==> config.mk <==
export PLATFORM = sky130hd
export DESIGN_NAME = micro_sequencer
export DESIGN_NICKNAME = d
export VERILOG_FILES = /design/src/rtl/micro_sequencer_pkg.sv /design/src/rtl/micro_sequencer_step_counter.sv /design/src/rtl/micro_sequencer.sv
export SDC_FILE = /design/constraint.sdc
export NUM_CORES = 1
export LEC_CHECK = 0
export ABC_AREA = 1
export BUFFER_PORTS_ARGS = -buffer_cell sky130_fd_sc_hd__buf_2
export CORE_ASPECT_RATIO = 0.5
export CORE_MARGIN = 2
export CORE_UTILIZATION = 56
export DETAILED_ROUTE_END_ITERATION = 8
export PLACE_DENSITY = 0.95
export REMOVE_ABC_BUFFERS = 1
export SLEW_MARGIN = 20
export SYNTH_ARGS = -nofsm -noshare
export SYNTH_HDL_FRONTEND = slang
export SYNTH_SLANG_ARGS = --single-unit
==> constraint.sdc <==
create_clock -name i_clk -period 3.2 [get_ports i_clk]
set_input_delay 0.8 -clock i_clk [delete_from_list [all_inputs] [get_ports i_clk]]
set_output_delay 0.8 -clock i_clk [all_outputs]
set_load 0.005 [all_outputs]
==> src/rtl/micro_sequencer_pkg.sv <==
`default_nettype none
// ============================================================================
//  Module      : micro_sequencer_pkg
//  Description : Shared definitions for the micro-sequencer (control words).
//                - Bit positions of the decoder control bits that the
//                  sequencer consumes (II, ADV, HLT, EL).
//                - Reset value of the instruction register (NOP).
//                - Helper that derives the step-counter width.
//  Revision    : 1.0 - initial release
// ============================================================================
package micro_sequencer_pkg;

    // Positions of the sequencer-facing bits inside the decoder control word
    localparam int c_cw_ii_bit  = 0;   // instruction-register load
    localparam int c_cw_adv_bit = 1;   // end of current instruction
    localparam int c_cw_hlt_bit = 2;   // halt
    localparam int c_cw_el_bit  = 3;   // latch ALU flags

    // Instruction register comes out of reset holding NOP
    localparam int c_nop_instruction = 0;

    // Width of a counter that indexes INSTRUCTION_STEPS micro-steps; never
    // narrower than one bit so a degenerate configuration still elaborates.
    function automatic int step_width(input int steps);
        return (steps < 2) ? 1 : $clog2(steps);
    endfunction

endpackage
`default_nettype wire

==> src/rtl/micro_sequencer_step_counter.sv <==
`default_nettype none
// ============================================================================
//  Module      : micro_sequencer_step_counter
//  Description : Micro-step register with halt/advance/overflow priority and
//                a sticky overflow flag.
//  Ports       : i_clk       - system clock, rising edge
//                i_reset     - asynchronous active-high reset
//                i_active    - this edge is an active edge
//                i_halt      - decoder HLT bit (step holds)
//                i_adv       - decoder ADV bit (step returns to 0)
//                o_step      - current micro-step
//                o_overflow  - sticky: step ran past the last slot
//                o_retire    - one-cycle strobe, instruction completes
//  Revision    : 1.0 - initial release
// ============================================================================
module micro_sequencer_step_counter
    import micro_sequencer_pkg::*;
#(
    parameter  int INSTRUCTION_STEPS = 32,
    localparam int STEP_WIDTH        = step_width(INSTRUCTION_STEPS)
) (
    input  logic                  i_clk,
    input  logic                  i_reset,
    input  logic                  i_active,
    input  logic                  i_halt,
    input  logic                  i_adv,
    output logic [STEP_WIDTH-1:0] o_step,
    output logic                  o_overflow,
    output logic                  o_retire
);

    localparam logic [STEP_WIDTH-1:0] c_last_step = STEP_WIDTH'(INSTRUCTION_STEPS - 1);

    logic [STEP_WIDTH-1:0] r_step;
    logic                  r_overflow;
    logic [STEP_WIDTH-1:0] w_step_next;
    logic                  w_overflow_next;

    // Priority: halt freezes, advance restarts, running off the end wraps
    // and records the fault, otherwise count up.
    always_comb begin
        w_step_next     = r_step;
        w_overflow_next = r_overflow;
        if (i_active && !i_halt) begin
            if (i_adv) begin
                w_step_next = '0;
            end else if (r_step == c_last_step) begin
                w_step_next     = '0;
                w_overflow_next = 1'b1;
            end else begin
                w_step_next = r_step + 1'b1;
            end
        end
    end

    always_ff @(posedge i_clk or posedge i_reset) begin
        if (i_reset) begin
            r_step     <= '0;
            r_overflow <= 1'b0;
        end else begin
            r_step     <= w_step_next;
            r_overflow <= w_overflow_next;
        end
    end

    assign o_step     = r_step;
    assign o_overflow = r_overflow;
    assign o_retire   = i_active & ~i_halt & i_adv;

endmodule
`default_nettype wire

==> src/rtl/micro_sequencer.sv <==
`default_nettype none
// ============================================================================
//  Module      : micro_sequencer
//  Description : Sequential front end of the instruction decoder. Holds the
//                instruction register, micro-step counter, latched ALU flags,
//                halt state and retired-instruction counter.
//                Optional feature macro: SEQ_SINGLE_STEP_EN adds
//                i_step_mode/i_step_pulse for one micro-step per pulse.
//  Ports       : i_clk, i_reset (async, active high), i_run (clock enable)
//                i_bus, i_ir_load, i_adv, i_halt, i_flags_load
//                i_alu_zero/i_alu_carry/i_alu_odd  - raw ALU flags
//                o_instruction, o_step, o_zero/o_carry/o_odd - to decoder
//                o_halted, o_step_overflow, o_retired - status
//  Revision    : 1.0 - initial release
// ============================================================================
module micro_sequencer
    import micro_sequencer_pkg::*;
#(
    parameter  int INSTRUCTION_WIDTH = 16,
    parameter  int INSTRUCTION_STEPS = 32,
    parameter  int RETIRE_WIDTH      = 32,
    localparam int STEP_WIDTH        = step_width(INSTRUCTION_STEPS)
) (
    input  logic                         i_clk,
    input  logic                         i_reset,
    input  logic                         i_run,
`ifdef SEQ_SINGLE_STEP_EN
    input  logic                         i_step_mode,
    input  logic                         i_step_pulse,
`endif
    input  logic [INSTRUCTION_WIDTH-1:0] i_bus,
    input  logic                         i_ir_load,
    input  logic                         i_adv,
    input  logic                         i_halt,
    input  logic                         i_flags_load,
    input  logic                         i_alu_zero,
    input  logic                         i_alu_carry,
    input  logic                         i_alu_odd,
    output logic [INSTRUCTION_WIDTH-1:0] o_instruction,
    output logic [STEP_WIDTH-1:0]        o_step,
    output logic                         o_zero,
    output logic                         o_carry,
    output logic                         o_odd,
    output logic                         o_halted,
    output logic                         o_step_overflow,
    output logic [RETIRE_WIDTH-1:0]      o_retired
);

    localparam logic [INSTRUCTION_WIDTH-1:0] c_ir_reset = INSTRUCTION_WIDTH'(c_nop_instruction);

    logic [INSTRUCTION_WIDTH-1:0] r_instruction;
    logic                         r_zero;
    logic                         r_carry;
    logic                         r_odd;
    logic                         r_halted;
    logic [RETIRE_WIDTH-1:0]      r_retired;

    logic w_edge_enable;
    logic w_active;
    logic w_commit;
    logic w_retire;

`ifdef SEQ_SINGLE_STEP_EN
    // In step mode only the caller's pulse lets an edge through.
    assign w_edge_enable = i_run & (~i_step_mode | i_step_pulse);
`else
    assign w_edge_enable = i_run;
`endif

    assign w_active = w_edge_enable & ~r_halted;
    // A halting edge updates nothing but the halt state itself.
    assign w_commit = w_active & ~i_halt;

    micro_sequencer_step_counter #(
        .INSTRUCTION_STEPS (INSTRUCTION_STEPS)
    ) u_step_counter (
        .i_clk      (i_clk),
        .i_reset    (i_reset),
        .i_active   (w_active),
        .i_halt     (i_halt),
        .i_adv      (i_adv),
        .o_step     (o_step),
        .o_overflow (o_step_overflow),
        .o_retire   (w_retire)
    );

    always_ff @(posedge i_clk or posedge i_reset) begin
        if (i_reset) begin
            r_instruction <= c_ir_reset;
            r_zero        <= 1'b0;
            r_carry       <= 1'b0;
            r_odd         <= 1'b0;
            r_halted      <= 1'b0;
            r_retired     <= '0;
        end else begin
            if (w_active && i_halt) begin
                r_halted <= 1'b1;
            end
            if (w_commit && i_ir_load) begin
                r_instruction <= i_bus;
            end
            if (w_commit && i_flags_load) begin
                r_zero  <= i_alu_zero;
                r_carry <= i_alu_carry;
                r_odd   <= i_alu_odd;
            end
            if (w_retire) begin
                r_retired <= r_retired + 1'b1;
            end
        end
    end

    assign o_instruction = r_instruction;
    assign o_zero        = r_zero;
    assign o_carry       = r_carry;
    assign o_odd         = r_odd;
    assign o_halted      = r_halted;
    assign o_retired     = r_retired;

endmodule
`default_nettype wire
After elaboration in Yosys (flattened, before gate mapping)
Index checks and enable logic that the tools add are counted.
{"block": "totals", "out_inout_bits": 58, "inputBits": 26, "reg_bits": 58, "wordCells": 25}
{"block": "classes", "n_eq_ne": 1, "bitwise_logic": 6, "n_addsub": 2, "reduce_logical": 6, "n_mux": 2}
{"cell": "$add A32 B1 Y32 const B", "count": 1}
{"cell": "$mux W5", "count": 2}
{"cell": "$add A5 B1 Y5 const B", "count": 1}
{"cell": "$eq A5 B5 Y1 const B", "count": 1}
{"cell": "$logic_and A1 B1 Y1", "count": 4}
{"cell": "$and A1 B1 Y1", "count": 3}
{"cell": "$not A1 Y1", "count": 3}
{"cell": "$reduce_and A3 Y1", "count": 1}
{"cell": "$logic_not A1 Y1", "count": 1}

Depth between registers and ports, before layout
{"block": "logic_depth", "depth_word": 4, "depth_mapped": 9, "ltp_nobuf": 8}

Cells and area by module
A second synthesis with hierarchy kept.
{"block": "unflattened", "hier_cells": 290, "area_unflattened_um2": 2782.7}
{"module": "micro_sequencer", "area_each_um2": 2463.6, "n_inst": 1, "cells_per_inst": 251, "seq_area_each_um2": 1301.2}
{"module": "micro_sequencer_step_counter", "area_each_um2": 319.1, "n_inst": 1, "cells_per_inst": 39, "seq_area_each_um2": 150.1}

Least setup slack after synthesis
No wires, ideal clock.
{"block": "synth_path", "path_kind": "input to register", "startpoint": "in i_halt", "endpoint": "reg r_retired[13], in the netlist o_retired[13]", "setup_ns": 0.121, "required_time_ns": 3.079, "cell_stages": 6, "t_arrival_ns": 1.517, "slack_ns": 1.561, "n_path_buf": 1, "path_cell_list": "inv_1 -> nand4_4 -> buf_6 -> inv_4 -> nand2_1 -> xor2_1"}
{"block": "synth_via", "elab_chain_cells": 3}
{"item": "from (decl)", "line": "micro_sequencer.sv:34", "text": "input logic i_halt,"}
{"item": "$not A1 Y1", "line": "micro_sequencer_step_counter.sv:68", "text": "assign o_retire = i_active & ~i_halt & i_adv;"}
{"item": "$and A1 B1 Y1 (2 in series)", "line": "micro_sequencer_step_counter.sv:68"}
{"item": "to (signal assigned)", "line": "micro_sequencer.sv:108", "text": "r_retired <= r_retired + 1'b1;"}
{"item": "to (decl)", "line": "micro_sequencer.sv:56", "text": "logic [RETIRE_WIDTH-1:0] r_retired;"}
No other way between the ends.
A chain may end at the register's enable or synchronous reset.

Final worst setup path
{"block": "layout_path", "startpoint": "in i_halt", "endpoint": "reg r_retired[16], in the netlist o_retired[16]"}
The elaborated chain is that of the path after synthesis.

==> flow_summary.toml <==
[outcome]
status = "complete, no violations"

[die]
die_y_um = 55.9
pin_count = 84
core_sq_um = 5040
rows = 18
die_area_sq_um = 6020
initial_utilization_pct = 59.7
die_w_um = 108

[timing]
hold_viol_final = 0
clock.fmax_mhz = 536
max-slew-margin-rel_pct = 52.6
rsz0062_at_grt = "false"
tightestPinTransition_ps = 711
period_minus_slack_ps = 1870
finalCritPeriodShare_pct = 58.3
timing.setup.tns_ps = 0
skew_ps = 7.73
slew_viol_final = 0
setup_viol = 0

[yosys]
yosysSeqAreaShare_pct = 48.2
synth_top_area_cell = "dfrtp_1"
synth_flop_cell = "dfrtp_1"
syn_avg_cell_area_sq_um = 8.05
ys_top_cells_by_area = "dfrtp_1, nand2_1, nand3_1, inv_1, nor2_1"
synth_top_cell_area_share_pct = 48.2
synth_cells = 374
synth.most_common_cell = "nand2_1"
synth_area_sq_um = 3010
async_reset_ff_share_pct = 100
yosys_warnings = 0
ys_ff_latch = 58
synth-edff-count = 0
synth_cell_type_count = 28
ys_top_cells_by_count = "nand2_1, dfrtp_1, nand3_1"

[routing]
vias = 2755
antenna_left = 0
viasPerCell = 5.14
drtPass1Iterations = 8
drc = 0
routed_wl_um = 6720
drt_iter0_drc = 123
wire_per_inst_um = 12.5

[cts]
clk_path_buf_depth = 2
cts.sinks = 58
cts_root_buf = "clkbuf_8"
cts_tree = "yes"
cts_setup_buffers = 0
cts_max_level = 3
cts_resized = 0
cts-buffers-inserted = 9
cts-hold-fix-buffers = 0
clock_latency_ps = 330
clk_pin_slew_ps = 60

[setup_path]
start_kind = "primary input"
r2r_slack_ps = 1520
r2r-start = "o_halted$_DFFE_PP0P_"
critical_path_class = "primary input to flop"
reg2reg_depth = 6
crit_fanout = 13
crit_path_end_kind = "flop"
required_ps = 3420
reg2reg_to = "o_retired[16]$_DFFE_PP0P_"
crit_arrival_ps = 2090

[layout]
seqCellArea_sq_um = 1450
finish.instance_area_sq_um = 3630
area_growth_pct = 20.7
fillCellCount = 380
drive_gt1_share_pct = 26.4
antennaDiodeCount = 0
multiInputGateArea_sq_um = 1360
finalNetCount = 491

[global_route]
use_met3_pct = 7.73
track_usage_pct = 23.9
grt_pass1_wl_um = 11300
grt_antenna_before_repair = 0
grt_max_degree = 59
busiest_layer = "met2"
overflow = 0
grt_use_met2_pct = 38.6
met1_usage_pct = 30.2
grt_pass1_vias = 2539

[place]
numPortBuffers = 83
place_hpwl_um = 4760
dpl_cell_area_sq_um = 3460
place.gp.congestion = 0.880

[min_path]
hold_end = "u_step_counter.o_overflow$_DFFE_PP0P_"
hp-start = "u_step_counter.o_overflow$_DFFE_PP0P_"
min_path_cells = 1
hold_path.class = "flop to flop"

[job]
drv_cap = 0

[pwr]
ir_drop_mv = 0.249
power.density_nw_per_um2 = 373
leakagePower_nw = 2.04
## kinds of logic after synthesis
family	synth area share [%]
and+or+nand+nor	38.8
DFF	48.2
buffers and inverters	6.61
xor gates and xnor gates	4.03
AOI/OAI and AO/OA	1.12
adders and majority gates	1.25
## sequential cells by signal, summed over array words and instances (netlist names)
signal,flops
o_halted,1
u_step_counter.o_overflow,1
u_step_counter.o_step,5
o_odd,1
o_instruction,16
o_retired,32
o_carry,1
o_zero,1
## worst max-delay path: stages
cell and delay (ps):
buf_2 110, inv_1 110, nand4_4 390, nor2_4 440, nand2_1 100, nand2_1 80, nand2_1 50
## power breakdown
group	internal, mW	total [mW]	switching, mW	leakage, nW
Sequential	0.733	0.733	0	0.769
Clock	0.315	0.584	0.270	0.0920
Combinational	0.0122	0.0370	0.0248	1.18
Total	1.06	1.35	0.294	2.04
## metal layers
| layer | vias to the layer above | wire, um |
|---|---|---|
| met5 | - | 0 |
| met4 | 0 | 68 |
| met3 | 10 | 407 |
| met2 | 97 | 3280 |
| met1 | 1300 | 2960 |
| li1 | 1348 | - |
## placed cells by master (no fill, tap or decap)
master	n
a21oi_1	4
o21ai_0	1
xnor2_1	3
inv_1	33
ha_1	3
buf_2	83
nand4_4	1
nor2_4	5
clkinv_2	3
inv_4	1
nor3_1	2
nor2_8	2
nand2_1	142
nand4_1	7
clkbuf_1	1
nand3_1	35
dfrtp_1	58
nor2_1	34
clkbuf_8	11
inv_2	3
xor2_1	9
nor2_2	5
a31o_2	1
nand3_2	3
nand3b_1	10
buf_4	1
xor2_2	1
or2_1	1
nand2_2	3
## worst max path at each step
| stage | start | end | slack (ps) | cells after the start |
|---|---|---|---|---|
| after floorplan | i_reset | o_carry$_DFFE_PP0P_ | 970 | 1 |
| after global placement | i_halt | o_instruction[1]$_DFFE_PP0P_ | 1050 | 7 |
| after detailed placement | i_halt | o_retired[20]$_DFFE_PP0P_ | 1010 | 7 |
| after CTS | i_halt | o_retired[16]$_DFFE_PP0P_ | 1340 | 7 |
| after global routing | i_halt | o_instruction[11]$_DFFE_PP0P_ | 1170 | 7 |
| final | i_halt | o_retired[16]$_DFFE_PP0P_ | 1330 | 7 |
## per-stage QoR
step                instances  util, %  power [mW]  setup WS, ps  hold WS (ps)
finish                    536     72.0        1.35          1330           466
global placement          521     68.7       0.784          1050           451
CTS                       536     72.0        1.36          1340           468
global route              536     72.0        1.40          1170           486
detailed placement        521     68.7       0.785          1010           454
floorplan                 367        -       0.760           972           465
## cell type report
class / count / area share, %
Timing Repair Buffer: 84 / 11.6
Tap cell: 70 / 2.41
Clock inverter: 3 / 0.413
Clock buffer: 12 / 4.27
Inverter: 37 / 3.89
Sequential cell: 58 / 39.9
Multi-Input combinational cell: 272 / 37.5
Power figures use the tool's default switching activity.
